$ cat src/rtl/fifo_pkg.sv
// Shared FIFO helpers: pointer width, output buffer depth, and pointer distance math.
package fifo_pkg;

    localparam int unsigned OUTBUF_DEPTH = 2;

    // Pointer width for a given address width: one extra wrap bit.
    function automatic int unsigned ptr_w(input int unsigned aw);
        return aw + 1;
    endfunction

    // Word count between two wrap-bit pointers: (a - b) mod 2^(aw+1).
    function automatic logic [31:0] ptr_count(input logic [31:0] a_ptr,
                                              input logic [31:0] b_ptr,
                                              input int unsigned aw);
        logic [31:0] mask;
        mask = (32'(1) << (aw + 1)) - 32'(1);
        return (a_ptr - b_ptr) & mask;
    endfunction

endpackage

$ cat src/rtl/read_control_fwft_if.sv
// Output-side valid/ready data channel of the FWFT read controller.
interface read_control_fwft_if #(
    parameter int unsigned DW = 32
) ();
    logic          o_valid_d;
    logic [DW-1:0] o_data_d;
    logic          i_ready_d;

    modport master (output o_valid_d, output o_data_d, input i_ready_d);
    modport slave  (input o_valid_d, input o_data_d, output i_ready_d);
endinterface

$ cat src/rtl/fifo_out_buf.sv
// Two-entry register buffer: tail write, head pop, occupancy count.
module fifo_out_buf
    import fifo_pkg::*;
#(
    parameter int unsigned DW = 32
) (
    input  logic                                 i_clk,
    input  logic                                 i_rst_n,
    input  logic                                 wr_en,
    input  logic [DW-1:0]                        wr_data,
    input  logic                                 pop,
    output logic [$clog2(OUTBUF_DEPTH+1)-1:0]    occ,
    output logic [DW-1:0]                        head_data
);

    localparam int unsigned OCC_W = $clog2(OUTBUF_DEPTH + 1);
    localparam int unsigned IDX_W = $clog2(OUTBUF_DEPTH);

    logic [DW-1:0]    ent [OUTBUF_DEPTH];
    logic [IDX_W-1:0] head_idx;
    logic [IDX_W-1:0] tail_idx;

    // Entry storage and index/occupancy bookkeeping; write and pop may coincide.
    always_ff @(posedge i_clk or negedge i_rst_n) begin
        if (!i_rst_n) begin
            for (int i = 0; i < int'(OUTBUF_DEPTH); i++) begin
                ent[i] <= '0;
            end
            head_idx <= '0;
            tail_idx <= '0;
            occ      <= '0;
        end else begin
            if (wr_en) begin
                ent[tail_idx] <= wr_data;
            end
            tail_idx <= tail_idx + IDX_W'(wr_en);
            head_idx <= head_idx + IDX_W'(pop);
            occ      <= occ + OCC_W'(wr_en) - OCC_W'(pop);
        end
    end

    assign head_data = ent[head_idx];

endmodule

$ cat src/rtl/read_control_fwft.sv
// FIFO read controller: owns the read pointer, prefetches into a 2-entry buffer, FWFT output.
module read_control_fwft
    import fifo_pkg::*;
#(
    parameter int unsigned AW = 10,
    parameter int unsigned DW = 32
) (
    input  logic                      i_clk,
    input  logic                      i_rst_n,
    input  logic [AW:0]               i_wptr,
    input  logic [AW-1:0]             i_almostempty_lvl,
    input  logic [DW-1:0]             i_rdata,
    output logic [AW:0]               o_rptr,
    output logic [AW-1:0]             o_raddr,
    output logic                      o_ren,
    output logic                      o_mem_empty,
    output logic                      o_empty,
    output logic                      o_almostempty,
    read_control_fwft_if.master       dout
);

    localparam int unsigned PW    = ptr_w(AW);
    localparam int unsigned OCC_W = $clog2(OUTBUF_DEPTH + 1);

    logic [PW-1:0]    rptr;
    logic [PW-1:0]    mem_count;
    logic             inflight;
    logic             pop;
    logic [OCC_W-1:0] occ;
    logic [2:0]       credit_used;

    // Memory status from the current write pointer only.
    assign mem_count     = PW'(ptr_count(32'(i_wptr), 32'(rptr), AW));
    assign o_mem_empty   = (i_wptr == rptr);
    assign o_almostempty = (mem_count <= {1'b0, i_almostempty_lvl});

    // Issue a read only if the buffer can absorb it after this cycle's pop.
    assign pop         = dout.o_valid_d & dout.i_ready_d;
    assign credit_used = 3'(occ) + 3'(inflight) - 3'(pop);
    assign o_ren       = ~o_mem_empty & (credit_used < 3'd2);

    // Read pointer advance and one-cycle read-latency tracking.
    always_ff @(posedge i_clk or negedge i_rst_n) begin
        if (!i_rst_n) begin
            rptr     <= '0;
            inflight <= 1'b0;
        end else begin
            rptr     <= rptr + PW'(o_ren);
            inflight <= o_ren;
        end
    end

    assign o_rptr  = rptr;
    assign o_raddr = rptr[AW-1:0];
    assign o_empty = o_mem_empty & ~inflight & (occ == '0);

    assign dout.o_valid_d = (occ != '0);

    fifo_out_buf #(
        .DW (DW)
    ) u_out_buf (
        .i_clk     (i_clk),
        .i_rst_n   (i_rst_n),
        .wr_en     (inflight),
        .wr_data   (i_rdata),
        .pop       (pop),
        .occ       (occ),
        .head_data (dout.o_data_d)
    );

endmodule

$ cat src/flat_wrapper.sv
// flat-port wrapper written by rule: the top's interface ports become plain ports
module read_control_fwft_flat import fifo_pkg::*;
#(
    parameter int unsigned AW = 10,
    parameter int unsigned DW = 32
)
  (i_clk, i_rst_n, i_wptr, i_almostempty_lvl, i_rdata, o_rptr, o_raddr, o_ren, o_mem_empty, o_empty, o_almostempty, dout_o_valid_d, dout_o_data_d, dout_i_ready_d);
  read_control_fwft_if #(.DW(DW)) dout_i ();
  input  logic i_clk;
  input  logic i_rst_n;
  input  logic [AW:0] i_wptr;
  input  logic [AW-1:0] i_almostempty_lvl;
  input  logic [DW-1:0] i_rdata;
  output logic [AW:0] o_rptr;
  output logic [AW-1:0] o_raddr;
  output logic o_ren;
  output logic o_mem_empty;
  output logic o_empty;
  output logic o_almostempty;
  output wire logic [$bits(dout_i.o_valid_d)-1:0] dout_o_valid_d;
  output wire logic [$bits(dout_i.o_data_d)-1:0] dout_o_data_d;
  input wire logic [$bits(dout_i.i_ready_d)-1:0] dout_i_ready_d;
  assign dout_o_valid_d = dout_i.o_valid_d;
  assign dout_o_data_d = dout_i.o_data_d;
  assign dout_i.i_ready_d = dout_i_ready_d;
  read_control_fwft #(.AW(AW), .DW(DW)) u_core (.i_clk(i_clk), .i_rst_n(i_rst_n), .i_wptr(i_wptr), .i_almostempty_lvl(i_almostempty_lvl), .i_rdata(i_rdata), .o_rptr(o_rptr), .o_raddr(o_raddr), .o_ren(o_ren), .o_mem_empty(o_mem_empty), .o_empty(o_empty), .o_almostempty(o_almostempty), .dout(dout_i));
endmodule
$ cat config.mk
export PLATFORM = sky130hd
export DESIGN_NAME = read_control_fwft_flat
export DESIGN_NICKNAME = d
export VERILOG_FILES = /design/src/rtl/fifo_pkg.sv /design/src/rtl/read_control_fwft_if.sv /design/src/rtl/fifo_out_buf.sv /design/src/rtl/read_control_fwft.sv /design/src/flat_wrapper.sv
export SDC_FILE = /design/constraint.sdc
export NUM_CORES = 1
export LEC_CHECK = 0
export BUFFER_PORTS_ARGS = -buffer_cell sky130_fd_sc_hd__buf_4
export CORE_AREA = 2 2 92 94
export CTS_BUF_LIST = sky130_fd_sc_hd__clkbuf_8
export CTS_CLUSTER_DIAMETER = 40
export CTS_CLUSTER_SIZE = 20
export DETAILED_ROUTE_END_ITERATION = 12
export DIE_AREA = 0 0 94 96
export PLACE_DENSITY_LB_ADDON = 0.15
export REMOVE_ABC_BUFFERS = 1
export SLEW_MARGIN = 25
export SYNTH_ARGS = -nofsm -noshare
export SYNTH_HDL_FRONTEND = slang
export SYNTH_SLANG_ARGS = --single-unit
export TNS_END_PERCENT = 100
$ cat constraint.sdc
create_clock -name i_clk -period 3.72 [get_ports i_clk]
set_input_delay 0 -clock i_clk [delete_from_list [all_inputs] [get_ports i_clk]]
set_output_delay 0 -clock i_clk [all_outputs]
set_load 0.005 [all_outputs]
* Word-level counts from Yosys, hierarchy flattened *
Index checks and enable logic that the tools add are counted.

storage, ports and cells
  input port bits = 56
  bits in latches = 0
  logic and storage cells = 38
  bits in registers = 80
  output and inout port bits = 58
  RAM bits = 0
  memories = 0
  memory bits (read-only) = 0

operators by class
  eq/ne operators = 1
  bitwise logic cells = 8
  add/sub/neg operators = 8
  magnitude comparators = 5
  reduce and logical (&&, ||, !) cells = 3
  multiplexer cells = 6
  $mul = 0
  divide/modulo/power cells = 0
  shift-type cells = 0

operators with widths
  cell                                                                   number
  32-bit 2-to-1 mux                                                      4
  64-bit bitwise mux                                                     1
  32-bit demux with 1-bit select                                         1
  11-bit by 1-bit adder with 11-bit output                               1
  11-bit == test                                                         1
  11-bit by 10-bit less-or-equal comparator with 1-bit output            1
  11-bit subtractor                                                      1
  1-bit bitwise AND                                                      4
  2-bit >= comparator (second input constant)                            2
  1-bit inverter with 2-bit output                                       2
  2-bit by 1-bit adder with 3-bit output                                 1
  3-bit by 2-bit < comparator with 1-bit output (second input constant)  1
  3-bit by 1-bit subtractor with 3-bit output                            1
  1-bit adder                                                            2
  2-bit by 1-bit adder with 2-bit output                                 1
  2-bit logical NOT                                                      1
  2-bit by 1-bit < comparator with 1-bit output (second input constant)  1
  1-bit inverter                                                         2
  2-bit nonzero test                                                     1
  2-bit by 1-bit subtractor with 2-bit output                            1
  1-bit logical AND                                                      1

* Logic depth before layout (Yosys ltp) *
Gate-level depths: netlist of run 1.

  depth after elaboration = 6
  gate-level depth with buffers = 14
  mapped depth without buffers = 14

* Modules after synthesis *
A second synthesis of run 1 with hierarchy kept.

second synthesis, totals
  cells, all modules = 347
  area, all modules = 4792.1 sq um

modules (own cells, without submodules)
  module             area an instance (sq um)  cells each  seq. area each (sq um)  times used
  fifo_out_buf       3428.3                    186         1701.6                  1
  read_control_fwft  1363.8                    161         300.3                   1

* Worst setup path before layout of run 1 *
Ideal clock, no wire load.

  path kind = flip-flop to flip-flop
  from = register u_core.u_out_buf.occ[1]
  to = register u_core.rptr[10] (netlist: u_core.o_rptr[10])
  arrival time = 2780 ps
  setup time = 124 ps
  cell stages (with the launch flop) = 12
  period minus slack after synthesis = 2904 ps
  required time = 3596 ps
  slack = 816 ps
  buffers on the path = 0
  cell sequence = dfrtp_1 > or2_1 > and2_1 > ha_1 > inv_1 > ha_1 > fa_1 > nor3_1 > ha_1 > ha_1 > nand4_1 > xnor2_1

between the ends
  longest elaborated chain between the ends = 6
  elaborated cells between the ends (all ways) = 7
  classes of those cells = add/sub (3); order compare (1); bitwise (2); reduce/logical (1)

RTL lines
  item                                           line                     text
  start: declaration                             fifo_out_buf.sv:12       output logic [$clog2(OUTBUF_DEPTH+1)-1:0] occ,
  start signal: assignment                       fifo_out_buf.sv:38       occ <= occ + OCC_W'(wr_en) - OCC_W'(pop);
  2-bit nonzero test                             read_control_fwft.sv:57  assign dout.o_valid_d = (occ != '0);
  via dout_o_valid_d                             flat_wrapper.sv:20       output wire logic [$bits(dout_i.o_valid_d)-1:0] dout_o_valid_d;
  1-bit bitwise AND                              read_control_fwft.sv:38  assign pop = dout.o_valid_d & dout.i_ready_d;
  3-bit by 1-bit subtractor with 3-bit output    read_control_fwft.sv:39  assign credit_used = 3'(occ) + 3'(inflight) - 3'(pop);
  via u_core.credit_used[1]                      read_control_fwft.sv:30  logic [2:0] credit_used;
  3-bit by 2-bit < comparator with 1-bit output  read_control_fwft.sv:40  assign o_ren = ~o_mem_empty & (credit_used < 3'd2);
  1-bit bitwise AND                              read_control_fwft.sv:40
  via o_ren                                      flat_wrapper.sv:16       output logic o_ren;
  11-bit by 1-bit adder with 11-bit output       read_control_fwft.sv:48  rptr <= rptr + PW'(o_ren);
  end signal: assignment                         read_control_fwft.sv:48
  end: declaration                               read_control_fwft.sv:25  logic [PW-1:0] rptr;

The timed path passes the listed nets, and every way through them passes these cells.
A chain may end at the register's enable or synchronous reset.

* Worst setup path after layout of run 1 *
  from = register u_core.rptr[0] (netlist: u_core.o_rptr[0])
  to = output o_almostempty

between the ends
  longest elaborated chain between the ends = 2

RTL lines
  item                                                         line                     text
  11-bit subtractor                                            fifo_pkg.sv:17           return (a_ptr - b_ptr) & mask;
  11-bit by 10-bit less-or-equal comparator with 1-bit output  read_control_fwft.sv:35  assign o_almostempty = (mem_count <= {1'b0, i_almostempty_lvl});
  end: declaration                                             flat_wrapper.sv:19       output logic o_almostempty;

No other way between the ends.

==> impl_metrics.tcl, run 1 <==
set metrics [dict create \
    routedWlPerCell_um 14.66 \
    grt_remaining_overflow 0 \
    antenna_cells 0 \
    die_height_um 96 \
    rsz0062_at_grt "no" \
    die_x_um 94 \
    htree_levels 3 \
    core_area_sq_mm 0.008051 \
    design_area_sq_mm 0.005668 \
    max_freq_mhz 283.0 \
    first_pass_iters 4 \
    grt_pass1_wl_um 13660 \
    clkTransAtPathRegs_ns 0.09 \
    layout_setup_ws_ns 0.1865 \
    vias 3001 \
    synth_top_area_share_pct 46.92 \
    finalNetCount 563 \
    rows 33 \
    portBuffers 113 \
    crit_required_ns 3.72 \
    yosys.area.top_type "dfrtp_1" \
    cts-buffers-inserted 9 \
    worst_pin_slew_ns 0.7140 \
    ys_top_cells_by_area "dfrtp_1 (47%), mux2_2 (24%), ha_1 (7.6%)" \
    die_area_sq_mm 0.009024 \
    maxSlewViolCount 0 \
    crit_type "flip-flop to primary output" \
    clk_latency_ns 0.35 \
    finalCriticalPeriod_ns 3.534 \
    yosysWarningCount 0 \
    r2r-end "u_core.o_rptr[10]$_DFF_PN0_" \
    drive_above_1_share_pct 47.73 \
    setup_violations 0 \
    tns_ns 0 \
    max_slew_margin_pct 52.40 \
    dp_hpwl_um 5999 \
    yosysSeqAreaShare_pct 46.92 \
    power.density_mw_per_mm2 782.4 \
    status "finished, final reports clean" \
    ff2ff_path_depth 11 \
    cts_setup_buffers 0 \
    grt_pass1_vias 3064 \
    grt_antenna_before_repair 0 \
    root_buffer "clkbuf_8" \
    synthToLayoutAreaGrowth_pct 32.84 \
    viasPerCell 5.095 \
    peakVddDrop_mv 0.4341 \
    place_worst_setup_slack_ns 0.5719 \
    fill_cells 615 \
    crit_end "o_almostempty" \
    critPathMaxFanout 4 \
    ioPinCount 114 \
    start_util_pct 52.99 \
    drv_cap 0 \
    fin_crit_sh_pct 94.99 \
    cts.path.max_buffers 2 \
    holdWs_ns 0.2384 \
    routed_wl_um 8633 \
    routabilityCongestion 0.7906 \
    placedInstanceArea_sq_mm 0.005137 \
    arrival_ns 3.53 \
    final-hold-violation-count 0 \
    synthesis.area_sq_mm 0.004267 \
    detail_route.iter0.violations 85 \
    r2r_slack_ns 0.64 \
    track_usage_pct 19.48 \
    clkSinkCount 80 \
    final_util_pct 70.40 \
    ant_nets 0 \
    grt_max_degree 81 \
    power_mw 4.434 \
    cts_tree "built" \
    drcViolationCount 0 \
    startpoint_type "flip-flop" \
    finalClockSkew_ns 0.01020 \
    post_cts_resized 0 \
    hold_buffers 34 \
    instances_no_fill 589 \
    ys_ff_latch 80 \
    ys_types 42 \
    p_leak_nw 2.650 \
    cp-startpoint "u_core.o_rptr[0]$_DFF_PN0_" \
    timing.rr.start "u_core.u_out_buf.occ[1]$_DFF_PN0_" \
    synth_area_per_cell_sq_um 12.55 \
    placedCellCount 539 \
    synthCells 340 \
    hp-class "primary input to async pin" \
    cp-end-kind "primary output" \
]
area by class of cell:
| type | count | area, sq um | share of cell area, % |
|---|---|---|---|
| multi-input cells | 210 | 2028 | 35.78 |
| flip-flops and latches | 80 | 2002 | 35.32 |
| repair buffers | 150 | 1215 | 21.43 |
| clock buffers | 10 | 137.6 | 2.428 |
| well taps | 105 | 131.4 | 2.318 |
| inverters | 28 | 105.1 | 1.854 |
| clock inverters | 6 | 48.80 | 0.8609 |
how the worst min path moves through the flow:
stage / depth (start not counted) / slack [ns] / from / endpoint
after global placement: 1 / 0.22 / i_rst_n / u_core.u_out_buf.ent[57]$_DFFE_PN0P_
after CTS: 2 / 0.38 / i_rst_n / u_core.u_out_buf.ent[25]$_DFFE_PN0P_
after detailed placement: 1 / 0.23 / i_rst_n / u_core.u_out_buf.ent[25]$_DFFE_PN0P_
after global routing: 2 / 0.32 / i_rst_n / u_core.u_out_buf.ent[25]$_DFFE_PN0P_
final: 2 / 0.24 / i_rst_n / u_core.u_out_buf.ent[57]$_DFFE_PN0P_
after floorplan: 0 / -0.30 / i_rst_n / u_core.inflight$_DFF_PN0_
cells in the mapped netlist:
cell type,instances
nand3_1,7
o21ai_1,1
nor4_1,2
and2_1,1
o21ai_0,3
nand4_1,4
mux2_1,5
a31oi_1,2
and3_1,1
buf_4,10
inv_1,25
nor2b_1,4
or2_1,1
o31ai_1,1
inv_2,3
ha_1,26
a22oi_2,1
o21a_1,3
o21bai_1,1
or4_1,1
and4_1,1
nand2_1,3
a21oi_2,1
o31a_1,1
nor2_1,8
xor2_1,6
xnor2_1,13
or4_4,1
o211ai_1,1
a21o_1,3
buf_2,9
fa_1,2
o21bai_2,2
mux2_2,91
dfrtp_1,80
nor3_1,3
nor3b_1,1
or3b_1,1
a211oi_1,1
clkbuf_1,3
a21oi_1,6
a41oi_1,1
sequential cells by signal (all words and copies together), names as in the netlist:
register	flops
u_core.u_out_buf.occ	2
u_core.u_out_buf.head_idx	1
u_core.inflight	1
u_core.u_out_buf.tail_idx	1
u_core.o_rptr	11
u_core.u_out_buf.ent	64
placed cells by master (no fill, tap or decap), types with 6 or more instances in the layout:
cell | synthesis | final
a21oi_1 | 6 | 6
buf_4 | 10 | 115
clkbuf_8 | 0 | 10
dfrtp_1 | 80 | 80
dlygate4sd3_1 | 0 | 34
ha_1 | 26 | 26
inv_1 | 25 | 25
mux2_2 | 91 | 91
nand3_1 | 7 | 7
nor2_1 | 8 | 8
xnor2_1 | 13 | 13
xor2_1 | 6 | 6
power breakdown:
group	switching, mW	leakage, nW	internal, mW
registers	0.242	0.958	1.30
clock network	0.333	0.0912	0.269
logic	0.902	1.60	1.39
total	1.48	2.65	2.96
logic make-up (layout without fill, tap and decap cells):
family | after synthesis | count (layout) | synth area share, %
buf+inv | 50 | 194 | 5.542
compound gates | 28 | 28 | 4.663
fa+ha+maj | 28 | 28 | 8.563
xor+xnor | 19 | 19 | 3.900
simple gates | 39 | 39 | 5.073
mux | 96 | 96 | 25.34
flops | 80 | 80 | 46.92
layer usage:
layer | up-vias | track usage, % | share of wire (%)
met4 | 0 | 5.435 | 0.98
li1 | 1460 | - | -
met2 | 69 | 35.24 | 49
met3 | 7 | 4.542 | 5.1
met5 | - | 0 | 0
met1 | 1465 | 23.35 | 45
critical path, cell delays in order (launching register included):
cell	delay, ns
dfrtp_1	0.42
ha_1	0.22
fa_1	0.42
nor2b_1	0.20
o21bai_2	0.10
a31oi_1	0.19
nor2_1	0.07
xnor2_1	0.12
ha_1	0.31
a21o_1	0.19
a21o_1	0.19
or4_4	0.51
a22oi_2	0.15
buf_4	0.13
Note: power is estimated with default switching activity, not from simulation.
==> inputs of run 2 (changes only) <==
--- a/config.mk
+++ b/config.mk
@@ -6,13 +6,13 @@
 export NUM_CORES = 1
 export LEC_CHECK = 0
 export BUFFER_PORTS_ARGS = -buffer_cell sky130_fd_sc_hd__buf_4
-export CORE_AREA = 2 2 92 94
+export CORE_AREA = 2 2 96 98
 export CTS_BUF_LIST = sky130_fd_sc_hd__clkbuf_8
 export CTS_CLUSTER_DIAMETER = 40
 export CTS_CLUSTER_SIZE = 20
 export DETAILED_ROUTE_END_ITERATION = 12
-export DIE_AREA = 0 0 94 96
-export PLACE_DENSITY_LB_ADDON = 0.15
+export DIE_AREA = 0 0 98 100
+export PLACE_DENSITY = 0.82
 export REMOVE_ABC_BUFFERS = 1
 export SLEW_MARGIN = 25
 export SYNTH_ARGS = -nofsm -noshare
==> run 2 against run 1 <==
  * Critical path depth stayed put
  * Sequential share of layout area is 0.12 points lower
  * First-iteration DRC count is 40% lower
  * Largest cell class unchanged
  * Highest routed layer unchanged
==> impl_metrics.tcl, run 2 (synthesis results as in run 1) <==
set metrics [dict create \
    die_area_sq_mm 0.009800 \
    clk_latency_ns 0.35 \
    cp-end-kind "primary output" \
    ioPinCount 114 \
    portBuffers 113 \
    detail_route.iter0.violations 51 \
    routedWlPerCell_um 15.31 \
    drv_cap 0 \
    status "finished, final reports clean" \
    clkSinkCount 80 \
    max_freq_mhz 287.6 \
    finalNetCount 563 \
    layout_setup_ws_ns 0.2424 \
    grt_pass1_vias 3325 \
    htree_levels 3 \
    cts-buffers-inserted 9 \
    wl_met1_um 3561 \
    layout_commonest_cell "buf_4" \
    timing.critical_path.buf_inv 1 \
    wl_met3_um 270 \
    max_slew_margin_pct 52.44 \
    routabilityCongestion 0.8553 \
    path_delay_family "adder cells" \
    vias 3053 \
    peakVddDrop_mv 0.4574 \
    die_x_um 98 \
    ant_nets 0 \
    synthToLayoutAreaGrowth_pct 33.31 \
    drcViolationCount 0 \
    rows 35 \
    fill_cells 709 \
    power.density_mw_per_mm2 791.4 \
    start_util_pct 47.99 \
    instances_no_fill 595 \
    fin_crit_sh_pct 93.48 \
    crit_required_ns 3.72 \
    cp_slowest_cell "or4_4" \
    antenna_cells 0 \
    critPathMaxFanout 4 \
    track_usage_pct 18.88 \
    finalCriticalPeriod_ns 3.478 \
    viasPerCell 5.131 \
    finalClockSkew_ns 0.01611 \
    rsz0062_at_grt "no" \
    first_pass_iters 4 \
    worst_pin_slew_ns 0.7135 \
    dp_hpwl_um 6626 \
    drive_above_1_share_pct 47.93 \
    largest_reg_flops 64 \
    grt_remaining_overflow 0 \
    met2_length_um 5083 \
    routed_wl_um 9108 \
    p_leak_nw 2.657 \
    placedCellCount 545 \
    place_worst_setup_slack_ns 0.5664 \
    cts_tree "built" \
    cts.path.max_buffers 2 \
    largest-register "u_core.u_out_buf.ent" \
    die_height_um 100 \
    root_buffer "clkbuf_8" \
    grt_antenna_before_repair 0 \
    core_area_sq_mm 0.008890 \
    maxSlewViolCount 0 \
    final_cell_mix "buf_4 (115), mux2_2 (91), dfrtp_1 (80), dlygate4sd3_1 (34), ha_1 (26)" \
    path_cells "ha_1 -> fa_1 -> nor2b_2 -> o21bai_2 -> a31oi_1 -> nor2_1 -> xnor2_1 -> ha_1 -> a21o_1 -> a21o_1 -> or4_4 -> a22oi_2 -> buf_4" \
    clkTransAtPathRegs_ns 0.09 \
    max_stage_delay_ns 0.50 \
    startpoint_type "flip-flop" \
    cts_setup_buffers 0 \
    arrival_ns 3.48 \
    hp-class "primary input to async pin" \
    grt_pass1_wl_um 15040 \
    final-hold-violation-count 0 \
    top_layer_used "met4" \
    tns_ns 0 \
    setup_violations 0 \
    grt_max_degree 81 \
    crit_type "flip-flop to primary output" \
]
[run 2: path summary, 6_finish.rpt]
| path | startpoint | to | slack, ns | cells past startpoint |
|---|---|---|---|---|
| min reg2reg | u_core.u_out_buf.ent[39]$_DFFE_PN0P_ | u_core.u_out_buf.ent[39]$_DFFE_PN0P_ | 0.49 | 1 |
| max reg2reg | u_core.u_out_buf.occ[1]$_DFF_PN0_ | u_core.o_rptr[10]$_DFF_PN0_ | 0.56 | 12 |
| min in group i_clk | i_rdata[11] | u_core.u_out_buf.ent[11]$_DFFE_PN0P_ | 0.42 | 3 |
| max | u_core.o_rptr[0]$_DFF_PN0_ | o_almostempty | 0.24 | 13 |
| max in group asynchronous | i_rst_n | u_core.inflight$_DFF_PN0_ | 2.97 | 2 |
| min | i_rst_n | u_core.u_out_buf.ent[50]$_DFFE_PN0P_ | 0.27 | 2 |
[run 2: repair_timing]
| item | CTS | global route |
|---|---|---|
| hold endpoints to repair | 145 | 0 |
| endpoints found under the setup margin | 0 | 1 |
| resized for setup | 0 | 1 |
| hold buffers | 34 | 0 |
[run 2: worst reg2reg max path, stage by stage, from the launching register on]
cell	delay, ns
dfrtp_1	0.41
or2_1	0.28
and2_1	0.19
ha_1	0.27
inv_1	0.04
ha_1	0.18
fa_1	0.38
xnor2_1	0.14
nor3_1	0.30
ha_1	0.29
ha_1	0.29
nand4_1	0.15
xnor2_1	0.15
[run 2: report_power, final]
part	switching, mW	leakage [nW]	total [mW]	internal (mW)
Combinational	0.918	1.60	2.32	1.40
Sequential	0.271	0.958	1.57	1.30
Clock	0.351	0.0970	0.614	0.263
[run 2: final cells by class]
class	count	area (sq um)	share of cell area [%]
multi-input combinational	210	2031	35.70
sequential	80	2002	35.20
timing repair buffer	150	1215	21.36
tap	111	138.9	2.442
clock buffer	9	123.9	2.178
inverter	28	105.1	1.848
clock inverter	7	72.57	1.276
[run 2: layer usage]
metal / vias to the layer above / global-route usage (%)
li1: 1460 / -
met1: 1511 / 21.25
met2: 68 / 36.83
met3: 14 / 2.646
met4: 0 / 5.769
met5: - / 0
[run 2: metrics by stage]
step / hold slack, ns / util [%] / instance area (sq um) / power [mW]
after floorplan: -0.2956 / - / 4135 / 2.913
final: 0.2676 / 63.98 / 5688 / 4.502
after detailed placement: 0.2316 / 57.87 / 5145 / 3.891
after CTS: 0.3871 / 63.91 / 5682 / 4.550
after global routing: 0.3223 / 63.98 / 5688 / 4.849
after global placement: 0.2089 / 57.87 / 5145 / 3.761
